## src/rtl/mem_port_arbiter_pkg.sv

```systemverilog
// Shared types and constants for the memory request arbiter.
package mem_port_arbiter_pkg;

  typedef enum logic [0:0] {
    IDLE = 1'b0,
    BUSY = 1'b1
  } arb_state_t;

  localparam int PORT_IFETCH = 0;
  localparam int PORT_DATA   = 1;

  // A single-port arbiter still carries a 1-bit grant index.
  function automatic int idx_width(input int n);
    return (n > 1) ? $clog2(n) : 1;
  endfunction

endpackage

```

## src/rtl/mem_port_arbiter_chk.sv

```systemverilog
// Protocol checks on the upstream request ports.
module mem_port_arbiter_chk #(
  parameter int NUM_PORTS = 2
) (
  input logic                 clk,
  input logic                 rst,
  input logic [NUM_PORTS-1:0] req_read,
  input logic [NUM_PORTS-1:0] req_write
);

  a_no_read_and_write: assert property (@(posedge clk) disable iff (rst)
    ((req_read & req_write) == '0));

endmodule

```

## src/rtl/mem_port_arbiter_rr_picker.sv

```systemverilog
// Combinational winner selection: round-robin from a pointer, or lowest index first.
module rr_picker
  import mem_port_arbiter_pkg::*;
#(
  parameter int NUM_PORTS = 2,
  parameter int IDX_W     = idx_width(NUM_PORTS)
) (
  input  logic [NUM_PORTS-1:0] i_req,
  input  logic [IDX_W-1:0]     i_rr_ptr,
  input  logic                 i_mode,
  output logic                 o_valid,
  output logic [IDX_W-1:0]     o_idx
);

  // Scan from the far end so the nearest requester overwrites the result last.
  always_comb begin
    o_valid = |i_req;
    o_idx   = '0;
    if (i_mode) begin
      for (int i = NUM_PORTS - 1; i >= 0; i--) begin
        o_idx = i_req[i] ? IDX_W'(i) : o_idx;
      end
    end else begin
      for (int k = NUM_PORTS - 1; k >= 0; k--) begin
        o_idx = i_req[IDX_W'((int'(i_rr_ptr) + k) % NUM_PORTS)]
              ? IDX_W'((int'(i_rr_ptr) + k) % NUM_PORTS) : o_idx;
      end
    end
  end

endmodule

```

## src/rtl/mem_port_arbiter.sv

```systemverilog
// N-to-1 memory request arbiter; one downstream transaction outstanding at a time.
module mem_port_arbiter
  import mem_port_arbiter_pkg::*;
#(
  parameter int NUM_PORTS     = 2,
  parameter int ADDR_WIDTH    = 32,
  parameter int DATA_WIDTH    = 32,
  parameter int MASK_WIDTH    = DATA_WIDTH / 8,
  parameter int PRIORITY_MODE = 0
) (
  input  logic                             clk,
  input  logic                             rst,
  input  logic [NUM_PORTS-1:0]             req_read,
  input  logic [NUM_PORTS-1:0]             req_write,
  input  logic [NUM_PORTS*MASK_WIDTH-1:0]  req_wmask,
  input  logic [NUM_PORTS*ADDR_WIDTH-1:0]  req_address,
  input  logic [NUM_PORTS*DATA_WIDTH-1:0]  req_wdata,
  output logic [NUM_PORTS-1:0]             resp,
  output logic [NUM_PORTS*DATA_WIDTH-1:0]  rdata,
  output logic                             mem_read,
  output logic                             mem_write,
  output logic [MASK_WIDTH-1:0]            mem_wmask,
  output logic [ADDR_WIDTH-1:0]            mem_address,
  output logic [DATA_WIDTH-1:0]            mem_wdata,
  input  logic                             mem_resp,
  input  logic [DATA_WIDTH-1:0]            mem_rdata
);

  localparam int IDX_W = idx_width(NUM_PORTS);

  arb_state_t             r_state;
  arb_state_t             w_next_state;
  logic [IDX_W-1:0]       r_grant;
  logic [IDX_W-1:0]       r_rr_ptr;
  logic [IDX_W-1:0]       w_ptr_next;
  logic [IDX_W-1:0]       w_win_idx;
  logic                   w_win_valid;
  logic [NUM_PORTS-1:0]   w_req;
  logic                   w_done;
  logic                   r_mem_read;
  logic                   r_mem_write;
  logic [MASK_WIDTH-1:0]  r_mem_wmask;
  logic [ADDR_WIDTH-1:0]  r_mem_address;
  logic [DATA_WIDTH-1:0]  r_mem_wdata;

  assign w_req      = req_read | req_write;
  assign w_done     = (r_state == BUSY) && mem_resp;
  assign w_ptr_next = (int'(r_grant) == NUM_PORTS - 1) ? '0 : r_grant + 1'b1;

  assign mem_read    = r_mem_read;
  assign mem_write   = r_mem_write;
  assign mem_wmask   = r_mem_wmask;
  assign mem_address = r_mem_address;
  assign mem_wdata   = r_mem_wdata;

  rr_picker #(
    .NUM_PORTS (NUM_PORTS),
    .IDX_W     (IDX_W)
  ) u_picker (
    .i_req    (w_req),
    .i_rr_ptr (r_rr_ptr),
    .i_mode   (PRIORITY_MODE != 0),
    .o_valid  (w_win_valid),
    .o_idx    (w_win_idx)
  );

  mem_port_arbiter_chk #(
    .NUM_PORTS (NUM_PORTS)
  ) u_chk (
    .clk       (clk),
    .rst       (rst),
    .req_read  (req_read),
    .req_write (req_write)
  );

  always_ff @(posedge clk) begin
    if (rst) r_state <= IDLE;
    else     r_state <= w_next_state;
  end

  always_comb begin
    w_next_state = r_state;
    case (r_state)
      IDLE:    w_next_state = w_win_valid ? BUSY : IDLE;
      BUSY:    w_next_state = mem_resp ? IDLE : BUSY;
      default: w_next_state = IDLE;
    endcase
  end

  // A simultaneous read+write request is forwarded as a write.
  always_ff @(posedge clk) begin
    if (rst) begin
      r_grant       <= '0;
      r_rr_ptr      <= '0;
      r_mem_read    <= 1'b0;
      r_mem_write   <= 1'b0;
      r_mem_wmask   <= '0;
      r_mem_address <= '0;
      r_mem_wdata   <= '0;
    end else if ((r_state == IDLE) && w_win_valid) begin
      r_grant       <= w_win_idx;
      r_mem_write   <= req_write[w_win_idx];
      r_mem_read    <= req_read[w_win_idx] & ~req_write[w_win_idx];
      r_mem_wmask   <= req_wmask[int'(w_win_idx)*MASK_WIDTH +: MASK_WIDTH];
      r_mem_address <= req_address[int'(w_win_idx)*ADDR_WIDTH +: ADDR_WIDTH];
      r_mem_wdata   <= req_wdata[int'(w_win_idx)*DATA_WIDTH +: DATA_WIDTH];
    end else if (w_done) begin
      r_mem_read    <= 1'b0;
      r_mem_write   <= 1'b0;
      r_rr_ptr      <= w_ptr_next;
    end
  end

  always_comb begin
    resp  = '0;
    rdata = '0;
    if (w_done) begin
      resp[r_grant]                                = 1'b1;
      rdata[int'(r_grant)*DATA_WIDTH +: DATA_WIDTH] = mem_rdata;
    end else begin
      resp  = '0;
      rdata = '0;
    end
  end

endmodule

```

## config.mk

```make
export PLATFORM = sky130hd
export DESIGN_NAME = mem_port_arbiter
export DESIGN_NICKNAME = d
export VERILOG_FILES = /design/src/rtl/mem_port_arbiter_pkg.sv /design/src/rtl/mem_port_arbiter_chk.sv /design/src/rtl/mem_port_arbiter_rr_picker.sv /design/src/rtl/mem_port_arbiter.sv
export SDC_FILE = /design/constraint.sdc
export NUM_CORES = 1
export LEC_CHECK = 0
export ABC_AREA = 1
export CAP_MARGIN = 20
export CORE_AREA = 2 2 122 124
export DETAILED_ROUTE_END_ITERATION = 8
export DIE_AREA = 0 0 124 126
export PLACE_DENSITY_LB_ADDON = 0.08
export SLEW_MARGIN = 10
export SYNTH_ARGS = -nofsm -noshare
export SYNTH_HDL_FRONTEND = slang
export SYNTH_SLANG_ARGS = --single-unit
```

## constraint.sdc

```tcl
create_clock -name clk -period 2.14 [get_ports clk]
set_input_delay 0.428 -clock clk [delete_from_list [all_inputs] [get_ports clk]]
set_output_delay 0.428 -clock clk [all_outputs]
set_load 0.02 [all_outputs]
```

======== Word-level counts from Yosys, hierarchy flattened ========
Index checks and enable logic that the tools add are counted.
cells by class
  muxes and demuxes ....................... 21
  shift-type cells ........................ 5
  order comparisons ....................... 5
  multipliers ............................. 0
  eq/ne operators ......................... 0
  add/subtract/negate cells ............... 3
  divide/modulo/power cells ............... 0
  bitwise logic cells ..................... 6
  reduce and logical (&&, ||, !) cells .... 6
operators by type and width
  operator                    count
  $shiftx A64 B7 Y32          2
  $and A64 B64 Y64            1
  $mux W64                    1
  $shift A32 B33 Y64 const A  1
  $shiftx A32 B33 Y64         1
  $neg A6 Y33                 1
  $mux W1                     17
  $shiftx A8 B4 Y4            1
  $lt A1 B3 Y1 const B        2
  $lt A1 B2 Y1 const B        2
  $logic_and A1 B1 Y1         3
  $not A1 Y1                  3
  $add A1 B1 Y1 const B       2
  $mux W2                     1
  $or A2 B2 Y2                1
  $pmux W1 S2                 1
  $reduce_and A2 Y1           1
  $reduce_bool A2 Y1          1
  $reduce_or A2 Y1            1
  $and A1 B1 Y1               1
  $demux W1 S1                1
  $ge A1 B1 Y1 const B        1
storage, ports and cells
  bits in writable memories ............... 0
  bits in registers ....................... 73
  ROM bits ................................ 0
  input bits .............................. 175
  memories ................................ 0
  bits in latches ......................... 0
  output and inout bits ................... 136
  logic and storage cells ................. 54

======== Logic depth before layout (Yosys ltp) ========
  depth in word-level cells ............... 11
  gate-level depth with buffers ........... 10
  mapped depth without buffers ............ 8

======== Modules after synthesis ========
Synthesis repeated with hierarchy kept, for this count alone.
second synthesis, totals
  cells, all modules ...................... 524
  area total of the unflattened synthesis .. 3550.9 um^2
modules (own cells, without submodules)
  module            times used  sequential area each (um^2)  area each (um^2)  cells each
  mem_port_arbiter  1           1461.4                       3523.4            518
  rr_picker         1           0.0                          27.5              6

======== Worst setup path before layout ========
Ideal clock, no wire load.
  path type ............................... input-to-output
  from .................................... input mem_resp
  to ...................................... output rdata[10]
  arrival time ............................ 1.510 ns
  required time ........................... 1.712 ns
  setup slack ............................. 0.202 ns
  stages on the path ...................... 5
  path buffers ............................ 1
  path through ............................ nand2_1 nor2_1 inv_1 buf_1 nor2_1
between the ends
  word-level cells in the longest chain between the ends .. 2
ends and longest elaborated chain
  what                 line                     RTL
  start: declaration   mem_port_arbiter.sv:25   input logic mem_resp,
  $logic_and A1 B1 Y1  mem_port_arbiter.sv:47   assign w_done = (r_state == BUSY) && mem_resp;
  $mux W64             mem_port_arbiter.sv:117  if (w_done) begin
  end: declaration     mem_port_arbiter.sv:19   output logic [NUM_PORTS*DATA_WIDTH-1:0] rdata,
No other way between the ends.

======== Worst setup path after layout ========
  from .................................... register r_state
  to ...................................... output rdata[30]
between the ends
  word-level cells in the longest chain between the ends .. 2
ends and longest elaborated chain
  what                      line                     RTL
  start: declaration        mem_port_arbiter.sv:31   arb_state_t r_state;
  start signal: assignment  mem_port_arbiter.sv:78   else r_state <= w_next_state;
  $logic_and A1 B1 Y1       mem_port_arbiter.sv:47
  $mux W64                  mem_port_arbiter.sv:117
No other way between the ends.

==> results.cfg <==
[run_status]
status = complete, no violations

[global_routing]
use_met1_pct = 18.1
grt_usage_pct = 18.7
grt_first_pass_wirelength_um = 22700
grt_max_degree = 44
first_global_vias = 4530
busiest_layer = met2
use_met3_pct = 6.34
globalRouteOverflowTotal = 0
use_met2_pct = 36.0
antenna_found_initial = 1

[cts]
cts.sinks = 73
cts_max_level = 3
cts.path.max_buffers = 2
cts_tree = yes
insertion_delay_ps = 330
root_buffer = clkbuf_16
cts_buffers = 9
holdBufCountCts = 0
clk_pin_slew_ps = 50

[critical_path]
worstPathRequired_ps = 1710
startpoint_type = flip-flop
cp.arrival_ps = 1600
slowest_delay_ps = 380
path_cells = nand2_2 -> nor2_2 -> inv_1 -> buf_12 -> nor2_1 -> dlygate4sd2_1
end_kind = primary output
slowest_stage = dfxtp_1
criticalPathCategory = flip-flop to primary output
worstPathMaxFanout = 26

[logic_synthesis]
synth_cells = 726
ys_types = 14
synthTopCellsByArea = dfxtp_1 (36%), nand2_1 (20%), nor2_1 (19%), inv_1 (10%), nand3_1 (9.1%)
yosysSeqAreaShare_pct = 35.9
synth_top_area_share_pct = 35.9
syn_nets = 901
yosys_warnings = 0
syn_area_per_cell_um2 = 5.61
ys_ff_latch = 73
synth_top_area_cell = dfxtp_1
syn_area_um2 = 4070

[floorplan]
core_region_area_um2 = 14300
die_w_um = 124
rows = 44
start_util_pct = 28.5
dieArea_um2 = 15600
ios = 311
die-height_um = 126

[worst_hold_path]
hold_class = flip-flop to flip-flop

[placed_design]
placed_cells = 1197
dpl_cell_area_um2 = 7460
dp_hpwl_um = 11600
io_buffers = 310
place_congestion = 0.776

[sta]
worst_pin_slew_ps = 456
finalCriticalPeriod_ps = 2030
maxSlewViolCount = 0
setup_viol = 0
rsz0062_at_grt = no
timing.final.crit_share_pct = 95.0
setup_tns_ps = 0
fmax_mhz = 492
relSlewSlack_pct = 69.6
finalClockSkew_ps = 4.98
finalHoldViolations = 0

[drt]
num_vias = 5106
drtPass1Iterations = 4
first_iter_violations = 182
ant_nets = 0
via_per_inst = 4.21
totalWireLength_um = 15100
wl_per_cell_um = 12.4
drc = 0

[power]
power_mw = 4.47
p_per_area_nw_per_um2 = 595
leakagePower_nw = 3.99
ir_drop_mv = 0.341

[finish]
final_cells = 1214
finalInstanceArea_um2 = 7520
final_util_pct = 52.5
nets = 1199
drive_above_1_share_pct = 8.45
n_fill_cell = 1519
area_growth_pct = 84.6

[job]
drv_cap = 0
## flip-flops by register name, summed over array words and instances, names as in the netlist
register,cells
mem_wmask,4
mem_write,1
mem_address,32
r_rr_ptr,1
r_grant,1
mem_wdata,32
mem_read,1
r_state,1
## cells in the final DEF, fill, tap and decap left out
cell / synthesis / routed
clkbuf_8: 0 / 1
dlygate4sd2_1: 0 / 6
nor2_2: 0 / 1
nand2_1: 214 / 213
dfxtp_1: 73 / 73
a21oi_1: 4 / 4
diode_2: 0 / 1
clkinv_2: 0 / 2
a21o_1: 1 / 1
clkdlybuf4s50_1: 0 / 242
clkbuf_2: 0 / 46
bufinv_16: 0 / 1
dlymetal6s2s_1: 0 / 1
inv_1: 108 / 108
nor2_1: 204 / 203
o21ai_4: 0 / 1
nand3_1: 74 / 74
buf_12: 0 / 9
o21ai_0: 2 / 2
clkdlybuf4s15_1: 0 / 12
inv_2: 2 / 1
buf_4: 11 / 13
nand2_2: 0 / 1
clkbuf_16: 0 / 9
buf_2: 8 / 1
inv_4: 0 / 1
clkbuf_1: 19 / 3
## report_power, final
group / switching [mW] / internal, mW
registers: 0.0626 / 1.49
logic: 0.700 / 0.732
clock network: 0.555 / 0.932
## synthesized netlist by cell type
| cell type | n |
|---|---|
| nand2_1 | 214 |
| inv_1 | 108 |
| dfxtp_1 | 73 |
| o21ai_2 | 1 |
| o21ai_0 | 2 |
| buf_4 | 11 |
| nor2_1 | 204 |
| buf_2 | 8 |
| nand3_1 | 74 |
| a21oi_1 | 4 |
| buf_1 | 5 |
| a21o_1 | 1 |
| clkbuf_1 | 19 |
| inv_2 | 2 |
## worst max-delay path, delay by kind of cell (launching register included)
kind                   cells  cell delay (ps)
buffers and inverters      3              580
DFF                        1              380
and+or+nand+nor            3              310
## path summary, 6_finish.rpt
| check | to | from | cells past startpoint | slack (ps) |
|---|---|---|---|---|
| worst max-delay path | rdata[30] | r_state$_SDFF_PP0_ | 6 | 110 |
| worst min-delay path | r_grant$_SDFFE_PP0P_ | r_grant$_SDFFE_PP0P_ | 2 | 490 |
| worst max register to register | mem_address[3]$_SDFFE_PP0P_ | r_state$_SDFF_PP0_ | 7 | 870 |
| worst min register to register | r_grant$_SDFFE_PP0P_ | r_grant$_SDFFE_PP0P_ | 2 | 490 |
## timing repair
action,4_1_cts,5_1_grt
setup endpoints to repair,66,59
gates resized for setup,76,105
setup buffers,0,0
pin swaps,1,0
## area by class of cell
| cell class | count | area [µm²] | share of cell area [%] |
|---|---|---|---|
| Tap cell | 184 | 230 | 3.06 |
| Inverter | 110 | 415 | 5.53 |
| Timing Repair Buffer | 330 | 3120 | 41.5 |
| Clock inverter | 3 | 40.0 | 0.533 |
| Clock buffer | 13 | 250 | 3.33 |
| Multi-Input combinational cell | 500 | 2000 | 26.6 |
| Sequential cell | 73 | 1460 | 19.4 |
| Antenna cell | 1 | 2.50 | 0.0333 |
## through the flow
stage	hold slack [ps]	worst slack, ps
6_report	487	108
5_1_grt	509	1.63
4_1_cts	491	17.6
3_5_place_dp	472	-483
3_3_place_gp	469	-465
2_1_floorplan	454	202
## metal layers
metal	routed length (µm)	vias to the layer above	part of all wire, %
li1	-	2713	-
met1	5390	2185	36
met2	7960	189	53
met3	1420	19	9.4
met4	300	0	2.0
met5	0	-	0
## logic make-up (layout without fill, tap and decap cells)
logic type      count (synthesis)  count (layout)  synth area share (%)
simple gates                  492             492                  47.6
buf+inv                       153             456                  15.4
compound gates                  8               8                  1.14
other cells                     0               1                     0
flops                          73              73                  35.9
(Power assumes the default switching activity.)
